`config.mk`:
```
export PLATFORM = sky130hd
export DESIGN_NAME = ddr2_local_traffic_master
export DESIGN_NICKNAME = d
export VERILOG_FILES = /design/src/rtl/ddr2_local_traffic_master.sv
export SDC_FILE = /design/constraint.sdc
export NUM_CORES = 1
export LEC_CHECK = 0
export CAP_MARGIN = 40
export CORE_MARGIN = 2
export CORE_UTILIZATION = 32
export CTS_BUF_LIST = sky130_fd_sc_hd__clkbuf_8
export DETAILED_ROUTE_END_ITERATION = 16
export GPL_ROUTABILITY_DRIVEN = 0
export PLACE_DENSITY = 0.56
export SLEW_MARGIN = 20
export SYNTH_ARGS = -nofsm -noshare
export SYNTH_HDL_FRONTEND = slang
export SYNTH_SLANG_ARGS = --single-unit
```
`constraint.sdc`:
```
create_clock -name clk -period 13.05 [get_ports clk]
set_input_delay 3.915 -clock clk [delete_from_list [all_inputs] [get_ports clk]]
set_output_delay 3.915 -clock clk [all_outputs]
set_load 0.01 [all_outputs]
```
`src/rtl/ddr2_local_traffic_master.sv`:
```
`default_nettype none
// ============================================================================
// Module : ddr2_local_traffic_master
// Brief  : LFSR write/read-back self-test initiator on the DDR2 local port.
// Rev    : 1.0
// ============================================================================
module ddr2_local_traffic_master #(
  parameter int          ADDR_W          = 25,
  parameter int          DATA_W          = 32,
  parameter int          BE_W            = 4,
  parameter int          BURST_LEN       = 2,
  parameter int          NUM_WORDS       = 1024,
  parameter int          MAX_OUTSTANDING = 8,
  parameter logic [31:0] SEED            = 32'h0000_0001
) (
  input  logic              clk,
  input  logic              reset,
  input  logic              start,
  input  logic              local_init_done,
  input  logic              local_ready,
  input  logic [DATA_W-1:0] local_rdata,
  input  logic              local_rdata_valid,
  output logic [ADDR_W-1:0] local_address,
  output logic              local_write_req,
  output logic              local_read_req,
  output logic              local_burstbegin,
  output logic [2:0]        local_size,
  output logic [BE_W-1:0]   local_be,
  output logic [DATA_W-1:0] local_wdata,
  output logic              busy,
  output logic              done,
  output logic              pass,
  output logic [15:0]       error_count,
  output logic [ADDR_W-1:0] first_err_addr
);

  localparam int                OUT_W     = $clog2(MAX_OUTSTANDING + 1);
  localparam logic [31:0]       POLY      = 32'h8020_0003;
  localparam logic [ADDR_W-1:0] BL_A      = ADDR_W'(BURST_LEN);
  localparam logic [ADDR_W-1:0] LAST_BASE = ADDR_W'(NUM_WORDS - BURST_LEN);
  localparam logic [2:0]        BL_M1     = 3'(BURST_LEN - 1);
  localparam logic [OUT_W-1:0]  BL_O      = OUT_W'(BURST_LEN);

  typedef enum logic [2:0] {
    S_IDLE      = 3'd0,
    S_WAIT_INIT = 3'd1,
    S_WRITE     = 3'd2,
    S_READ      = 3'd3,
    S_DRAIN     = 3'd4,
    S_DONE      = 3'd5
  } state_t;

  state_t            state_q, state_d;
  logic [31:0]       wlfsr_q, wlfsr_d, clfsr_q, clfsr_d;
  logic [ADDR_W-1:0] addr_q, addr_d, chk_q, chk_d, first_q, first_d;
  logic [2:0]        beat_q, beat_d;
  logic [OUT_W-1:0]  out_q, out_d;
  logic [15:0]       err_q, err_d;
  logic              wr_req, rd_req, wr_acc, rd_acc, rd_beat;

  function automatic logic [31:0] lfsr_step(input logic [31:0] s);
    return (s >> 1) ^ (s[0] ? POLY : 32'h0);
  endfunction

  // Read issue is gated only by the in-flight window; since the window can
  // only shrink through acceptance, an unaccepted request is never withdrawn.
  assign wr_req  = (state_q == S_WRITE);
  assign rd_req  = (state_q == S_READ) &&
                   ((32'(out_q) + 32'(BURST_LEN)) <= 32'(MAX_OUTSTANDING));
  assign wr_acc  = wr_req && local_ready;
  assign rd_acc  = rd_req && local_ready;
  assign rd_beat = local_rdata_valid && ((state_q == S_READ) || (state_q == S_DRAIN));

  always_comb begin
    state_d = state_q;
    wlfsr_d = wlfsr_q;
    clfsr_d = clfsr_q;
    addr_d  = addr_q;
    chk_d   = chk_q;
    first_d = first_q;
    beat_d  = beat_q;
    err_d   = err_q;
    out_d   = out_q + (rd_acc ? BL_O : '0) - (rd_beat ? OUT_W'(1) : '0);

    case (state_q)
      S_IDLE, S_DONE: begin
        if (start) begin
          state_d = S_WAIT_INIT;
          wlfsr_d = SEED;
          clfsr_d = SEED;
          addr_d  = '0;
          chk_d   = '0;
          first_d = '0;
          beat_d  = '0;
          err_d   = '0;
          out_d   = '0;
        end
      end
      S_WAIT_INIT: begin
        if (local_init_done) state_d = S_WRITE;
      end
      S_WRITE: begin
        if (wr_acc) begin
          wlfsr_d = lfsr_step(wlfsr_q);
          if (beat_q == BL_M1) begin
            beat_d = '0;
            if (addr_q == LAST_BASE) begin
              state_d = S_READ;
              addr_d  = '0;
              clfsr_d = SEED;
              out_d   = '0;
            end else begin
              addr_d = addr_q + BL_A;
            end
          end else begin
            beat_d = beat_q + 3'd1;
          end
        end
      end
      S_READ: begin
        if (rd_acc) begin
          addr_d = addr_q + BL_A;
          if (addr_q == LAST_BASE) state_d = S_DRAIN;
        end
      end
      S_DRAIN: begin
        if (out_q == '0) state_d = S_DONE;
      end
      default: state_d = S_IDLE;
    endcase

    // In-order read data: each beat is checked against the regenerated pattern.
    if (rd_beat) begin
      clfsr_d = lfsr_step(clfsr_q);
      chk_d   = chk_q + ADDR_W'(1);
      if (local_rdata != clfsr_q[DATA_W-1:0]) begin
        if (err_q != 16'hFFFF) err_d = err_q + 16'd1;
        if (err_q == 16'h0000) first_d = chk_q;
      end
    end
  end

  always_ff @(posedge clk or posedge reset) begin
    if (reset) begin
      state_q <= S_IDLE;
      wlfsr_q <= SEED;
      clfsr_q <= SEED;
      addr_q  <= '0;
      chk_q   <= '0;
      first_q <= '0;
      beat_q  <= '0;
      out_q   <= '0;
      err_q   <= '0;
    end else begin
      state_q <= state_d;
      wlfsr_q <= wlfsr_d;
      clfsr_q <= clfsr_d;
      addr_q  <= addr_d;
      chk_q   <= chk_d;
      first_q <= first_d;
      beat_q  <= beat_d;
      out_q   <= out_d;
      err_q   <= err_d;
    end
  end

  assign local_address    = addr_q;
  assign local_write_req  = wr_req;
  assign local_read_req   = rd_req;
  assign local_burstbegin = (wr_req && (beat_q == 3'd0)) || rd_req;
  assign local_size       = 3'(BURST_LEN);
  assign local_be         = '1;
  assign local_wdata      = wr_req ? wlfsr_q[DATA_W-1:0] : '0;
  assign busy             = (state_q == S_WAIT_INIT) || (state_q == S_WRITE) ||
                            (state_q == S_READ) || (state_q == S_DRAIN);
  assign done             = (state_q == S_DONE);
  assign pass             = done && (err_q == 16'h0000);
  assign error_count      = err_q;
  assign first_err_addr   = first_q;

endmodule
`default_nettype wire

```
==> results of run 1 <==
-- worst max-delay path: stages, from the launching register on --
cell	delay, ps
dfrtp_1	590
or3b_1	620
inv_2	450
and2_1	240
clkdlybuf4s50_1	550
-- cell type report --
type / instances / area, sq um / area share (%)
well taps: 335 / 419 / 4.01
repair buffers: 153 / 1530 / 14.6
clock buffers: 20 / 275 / 2.63
clock inverters: 12 / 78.8 / 0.754
inverters: 43 / 166 / 1.59
multi-input cells: 586 / 3880 / 37.1
flip-flops and latches: 164 / 4110 / 39.3
-- synth_stat cells (2+ instances only) --
| library cell | number | area share [%] |
|---|---|---|
| dfrtp_1 | 162 | 47 |
| nand2_1 | 72 | 3.1 |
| nand3_1 | 65 | 3.8 |
| o21ai_0 | 61 | 3.6 |
| inv_1 | 42 | 1.8 |
| buf_4 | 38 | 3.3 |
| xor2_1 | 38 | 3.9 |
| nor2_1 | 35 | 1.5 |
| a22o_1 | 32 | 3.3 |
| and2_1 | 32 | 2.3 |
| clkbuf_1 | 24 | 1.0 |
| mux2_2 | 23 | 3.0 |
| nor4_1 | 19 | 1.4 |
| buf_2 | 18 | 1.0 |
| nor3_1 | 17 | 0.99 |
| xnor2_1 | 16 | 1.6 |
| mux2i_1 | 14 | 1.6 |
| nand4_1 | 14 | 1.0 |
| o31ai_1 | 14 | 1.2 |
| o211ai_1 | 11 | 0.96 |
| ha_1 | 10 | 1.5 |
| or3_1 | 10 | 0.73 |
| nand2b_1 | 9 | 0.66 |
| a21oi_1 | 7 | 0.41 |
| and3_1 | 7 | 0.51 |
| mux2_1 | 6 | 0.79 |
| a211oi_1 | 5 | 0.44 |
| a31o_2 | 5 | 0.51 |
| and4_1 | 4 | 0.41 |
| nor2b_1 | 4 | 0.29 |
| o21ai_1 | 4 | 0.23 |
| a311o_1 | 3 | 0.35 |
| a31oi_1 | 3 | 0.22 |
| a21o_1 | 2 | 0.17 |
| buf_6 | 2 | 0.26 |
| conb_1 | 2 | 0.087 |
| dfstp_2 | 2 | 0.61 |
| nor3_2 | 2 | 0.23 |
| nor3b_1 | 2 | 0.17 |
| o41ai_1 | 2 | 0.20 |
| or2_1 | 2 | 0.15 |
| or2_2 | 2 | 0.15 |
| or4_1 | 2 | 0.17 |
-- per-layer routing --
layer	track usage (%)	wire length (um)	up-vias
met5	0	0	-
met4	3.97	176	0
met3	2.70	871	12
met2	22.4	8980	170
met1	21.7	10300	3184
li1	-	-	3217
-- kinds of logic (layout without fill, tap and decap cells) --
| kind of cell | Yosys count | count (layout) | synth area share (%) |
|---|---|---|---|
| and+or+nand+nor | 304 | 304 | 18.3 |
| AOI/OAI and AO/OA | 166 | 166 | 13.7 |
| DFF | 164 | 164 | 47.8 |
| buffers and inverters | 125 | 228 | 7.56 |
| xor gates and xnor gates | 54 | 54 | 5.50 |
| muxes | 43 | 43 | 5.43 |
| adders and majority gates | 11 | 11 | 1.69 |
| other | 2 | 8 | 0.0874 |
-- flip-flops by register name (all words and copies together) (netlist names) --
signal          count
first_err_addr     25
state_q             3
clfsr_q            32
local_address      24
beat_q              3
error_count        16
chk_q              25
out_q               4
wlfsr_q            32
-- report_power, final --
group | switching, uW | internal [uW] | total [uW]
sequential | 96.1 | 582 | 679
clock | 196 | 146 | 343
combinational | 188 | 187 | 375
-- stage by stage --
| step | instances | area, sq um | util (%) | power, uW | worst slack [ps] |
|---|---|---|---|---|---|
| floorplan | 875 | 8610 | - | 909 | 4700 |
| global placement | 1277 | 10000 | 38.3 | 1060 | 6250 |
| detailed placement | 1280 | 10100 | 38.5 | 1070 | 6360 |
| CTS | 1312 | 10400 | 39.9 | 1420 | 6140 |
| global route | 1313 | 10500 | 39.9 | 1500 | 5990 |
| finish | 1313 | 10500 | 39.9 | 1400 | 6220 |
-- worst paths after layout --
check	from	to	slack [ps]	cells past startpoint
min in group asynchronous	reset	error_count[11]	3790	2
max in group asynchronous	reset	clfsr_q[3]	8240	4
min	chk_q[19]	chk_q[19]	470	1
min reg2reg	chk_q[19]	chk_q[19]	470	1
max reg2reg	state_q[0]	error_count[4]	9860	9
max	state_q[0]	local_wdata[3]	6220	4
==> impl_summary.txt, run 1 <==
----------------------------------------------------
[Floorplanning]
  Total core area ... roughly 26000 sq um
  Floorplan die area ... approximately 28000 sq um
  Overall die width ... approximately 170 um
  Boundary Pins ... around 150
  Count of standard-cell rows ... 59
  Vertical extent of the die ... 168 um
  Initial core utilization ... between 30% and 40%

[Logic synthesis]
  Mapped Avg Cell Area ... around 9.9 sq um
  Flops & latches, synth ... between 150 and 200
  Count of flip-flops with a built-in enable after synthesis ... 0
  Portion of the post-synthesis area used by sequential elements ... between 40 and 50%
  Netlist area before placement ... between 8000 and 9000 sq um
  Count of distinct cell types in the synthesized netlist ... 68
  Fraction of registers with async set/reset ... 100%
  Cells after synthesis ... 869
  Most used DFF post-synth ... dfrtp_1
  Synth Warn # ... 0

[Final layout]
  Number of nets in the layout ... approximately 1000
  Most frequent cells in the layout ... dfrtp_1, clkdlybuf4s50_1, nand2_1, nand3_1, o21ai_0
  Share of layout cells above drive strength 1 ... a little under a tenth
  Leading cell type in the layout, fill and taps excluded ... dfrtp_1
  Synthesis-to-layout area growth ... 21.7%
  FILL cells ... 2625
  Number of diodes added for antenna fixing ... 0

[STA]
  Setup Viol. Count Final ... 0
  Count of endpoints failing hold in the final timing report ... 0
  Slew headroom ... just over 50%
  Actual transition at the worst max-transition pin ... 721 ps
  Setup repair after global routing missed its margin ... false
  Final critical delay including setup and external delays ... slightly below 7000 ps
  Worst Skew ... between 15 and 20 ps
  Count of pins over their slew limit ... 0
  Max frequency ... between 100 and 150 MHz
  Final period util ... 52.3%
  Total Negative Setup Slacks ... 0 ps
  WHS ... 474 ps

[Clocking]
  Post-CTS setup repair buffer count ... 0
  Clock tree buffer depth ... 2
  Sink count of the clock tree ... about 160
  Clock tree from TritonCTS ... done
  Post_cts resized ... 0
  Number of buffers created by CTS ... 17
  Clock transition at path regs ... roughly 90 ps
  Cell chosen for the clock root ... clkbuf_8
  Hold buffers post-CTS ... 0
  Clock insertion delay at the later pin of the skew report ... approximately 460 ps
  Level count of the clock H-tree ... 4

[Critical path]
  Endpoint arrival time on the critical path ... between 2000 and 3000 ps
  Critical Setup Path Class ... reg2out
  Critical path peak fanout ... 35
  Critical path launch point type ... flop
  Critical Path RT ... roughly 9100 ps
  Sort of element at the end of the critical path ... output port

[GRT]
  Antenna violations before repair ... 0
  Number of global-route vias before repair ... about 6400
  Largest net degree at the start of global routing ... 66
  Global-route congestion overflow total ... 0
  Wire length of the first global-routing pass ... ~34000 um
  Tot GR Track Use ... 14.8%

[Job]
  Max-cap viol count ... 0

[Status]
  Run status ... completed

[Pwr]
  Reported leakage power ... 0.00453 uW
  Worst VDD drop ... between 50 and 60 uV
  Pwr/cell area ... 134 nW/um^2

[Drt]
  First-pass detailed-route iteration total ... 4
  Number of remaining DRC errors ... 0
  Via density per instance ... roughly 5.0
  Sum of routed wire length over all layers ... just over 20000 um
  Number of violations reported at the end of detailed-routing iteration 0 ... 512
  Antenna viol nets, final ... 0
  Drt wl/cell ... between 15 and 20 um
  Overall via count from detail_route ... between 6000 and 7000

[Placed design]
  Half-perimeter wire length of the detailed placement result ... between 10000 and 15000 um
  Port Buffers ... 140

[Min path]
  Type of the worst min-delay path ... reg2reg

----------------------------------------------------
Note: power is estimated with default switching activity, not from simulation.
==> inputs of run 2 (changes only) <==
--- a/config.mk
+++ b/config.mk
@@ -11,7 +11,7 @@
 export CTS_BUF_LIST = sky130_fd_sc_hd__clkbuf_8
 export DETAILED_ROUTE_END_ITERATION = 16
 export GPL_ROUTABILITY_DRIVEN = 0
-export PLACE_DENSITY = 0.56
+export PLACE_DENSITY = 0.58
 export SLEW_MARGIN = 20
 export SYNTH_ARGS = -nofsm -noshare
 export SYNTH_HDL_FRONTEND = slang
==> constraint.sdc (replaced) <==
create_clock -name clk -period 5.8 [get_ports clk]
set_input_delay 1.74 -clock clk [delete_from_list [all_inputs] [get_ports clk]]
set_output_delay 1.74 -clock clk [all_outputs]
set_load 0.01 [all_outputs]
==> run 2 against run 1 <==
Compared with the run above: die area unchanged; cell area increased by 0.57%; global-route usage increased by 0.066 points; wire length decreased by 0.87%; total power increased by 130%; clock power increased by 150%; sequential power increased by 130%; non-clock buffer count decreased by 2; largest power group unchanged.
==> impl_summary.txt, run 2 (synthesized netlist as in run 1, its figures left out) <==
----------------------------------------------------
[GRT]
  Antenna violations before repair ... 0 (unchanged)
  Tot GR Track Use ... 14.9% (+0.066 points)
  Wire length of the first global-routing pass ... 34100 um (+0.29%)
  Global-route congestion overflow total ... 0 (unchanged)
  Number of global-route vias before repair ... 6467 (+0.50%)
  Largest net degree at the start of global routing ... 165 (+150%)

[STA]
  Actual transition at the worst max-transition pin ... 923 ps (+202 ps)
  Count of pins over their slew limit ... 0 (unchanged)
  Slew headroom ... 38.5% (-13 points)
  Count of endpoints failing hold in the final timing report ... 0 (unchanged)
  Total Negative Setup Slacks ... 0 ps (unchanged)
  Setup Viol. Count Final ... 0 (unchanged)
  Final critical delay including setup and external delays ... ~4700 ps
  Final period util ... 81.2%
  Setup repair after global routing missed its margin ... false
  Worst Skew ... 22.0 ps (+6.68 ps)
  Max frequency ... 212 MHz

[Pwr]
  Post-layout power ... 3220 uW (+130%)
  Worst VDD drop ... 142 uV (+150%)
  Reported leakage power ... 0.00453 uW (about the same)
  Pwr/cell area ... 306 nW/um^2 (+130%)

[Floorplanning]
  Initial core utilization ... 32.8% (unchanged)
  Boundary Pins ... 149 (unchanged)
  Total core area ... 26200 sq um (unchanged)
  Overall die width ... 168 um (unchanged)
  Count of standard-cell rows ... 59 (unchanged)
  Vertical extent of the die ... 168 um (unchanged)
  Floorplan die area ... 28200 sq um (unchanged)

[Critical path]
  CP max stage delay ... 670 ps (+50 ps)
  Critical Setup Path Class ... reg2out
  Worst path buffer plus inverter count ... 2 (unchanged)
  Critical path launch point type ... flop
  Gate family responsible for the most delay along the worst path ... buffers and inverters
  Sort of element at the end of the critical path ... output port
  Endpoint arrival time on the critical path ... 2970 ps (+60 ps)
  Critical path peak fanout ... 35 (unchanged)
  Critical-path cell with the highest stage delay ... dfrtp_1
  CP Cell Sequence ... or3b_1 > inv_2 > and2_1 > clkdlybuf4s50_1
  Critical Path RT ... 4060 ps (-5070 ps)

[Final layout]
  Number of diodes added for antenna fixing ... 0 (unchanged)
  Number of nets in the layout ... 1012 (-0.20%)
  Leading cell type in the layout, fill and taps excluded ... dfrtp_1
  Synthesis-to-layout area growth ... 22.4%
  Layout Cells excl Fill ... 1311 (-0.15%)
  Share of layout cells above drive strength 1 ... 9.43% (+0.12 points)
  FILL cells ... 2625 (unchanged)
  Largest registers ranked by flip-flop count ... clfsr_q x32, wlfsr_q x32
  Most frequent cells in the layout ... dfrtp_1, clkdlybuf4s50_1, nand2_1, nand3_1, o21ai_0
  Cell area after layout ... 10500 sq um (+0.57%)

[Clocking]
  Post_cts resized ... 0 (unchanged)
  Sink count of the clock tree ... 164 (unchanged)
  Level count of the clock H-tree ... 4 (unchanged)
  Cell chosen for the clock root ... clkbuf_8
  Clock tree from TritonCTS ... done
  Clock transition at path regs ... 110 ps (+20 ps)
  Number of buffers created by CTS ... 17 (unchanged)
  Hold buffers post-CTS ... 0 (unchanged)
  Clock insertion delay at the later pin of the skew report ... 470 ps (about the same)
  Post-CTS setup repair buffer count ... 0 (unchanged)
  Clock tree buffer depth ... 2 (unchanged)

[Drt]
  Number of remaining DRC errors ... 0 (unchanged)
  Drt wl/cell ... 15.4 um (-0.72%)
  Sum of routed wire length over all layers ... 20200 um (-0.87%)
  First-pass detailed-route iteration total ... 4 (unchanged)
  Number of violations reported at the end of detailed-routing iteration 0 ... 387 (-24%)
  Via density per instance ... 4.94 (-1.4%)
  Overall via count from detail_route ... 6479 (-1.6%)
  Antenna viol nets, final ... 0 (unchanged)

[Placed design]
  Instance area after placement ... 10100 sq um (+0.19%)
  Total instance count after detailed placement ... 1279 (-0.078%)
  Port Buffers ... 140 (unchanged)
  Half-perimeter wire length of the detailed placement result ... 13600 um (-2.1%)

[Status]
  Run status ... completed

[Job]
  Max-cap viol count ... 0 (unchanged)

[Min path]
  Type of the worst min-delay path ... reg2reg

----------------------------------------------------
[run 2: cell types whose count changed in the layout (fill, tap and decap cells not counted), sizes merged]
cell | previous run | this run
buf | 12 | 11
clkinv | 3 | 4
clkinvlp | 3 | 5
clkbuf | 21 | 17
[run 2: metrics by stage]
step                      hold WS (ps)  worst slack, ps  utilization [%]
after floorplan                    440             1980                -
after global placement             459             1180             38.4
after detailed placement           467             1250             38.6
after CTS                          482              994             40.1
after global routing               504              850             40.1
final                              479             1090             40.1
[run 2: per-layer routing]
layer	track usage, %	up-vias	routed length (um)
met3	3.48	12	930
met2	23.1	137	9040
li1	-	3221	-
met1	21.1	3109	10000
met5	0	-	0
met4	3.52	0	179
[run 2: final cells by class]
cell class | instances | area [sq um] | area share (%)
clock inverter | 15 | 166 | 1.58
tap | 335 | 419 | 3.99
inverter | 43 | 165 | 1.57
clock buffer | 17 | 234 | 2.23
timing repair buffer | 151 | 1540 | 14.6
sequential | 164 | 4110 | 39.1
multi-input combinational | 586 | 3890 | 37.0
[run 2: worst paths after layout]
path,start,end,slack [ps],depth (start not counted)
max,state_q[1],local_wdata[31],1090,4
min,chk_q[19],chk_q[19],480,1
max reg2reg,state_q[0],local_address[19],2820,7
min reg2reg,chk_q[19],chk_q[19],480,1
max in group asynchronous,reset,clfsr_q[2],3220,3
min in group asynchronous,reset,wlfsr_q[6],1870,3
[run 2: where the power goes]
part	internal, uW	total, uW	switching (uW)
sequential	1310	1530	215
combinational	425	845	421
clock	326	845	519
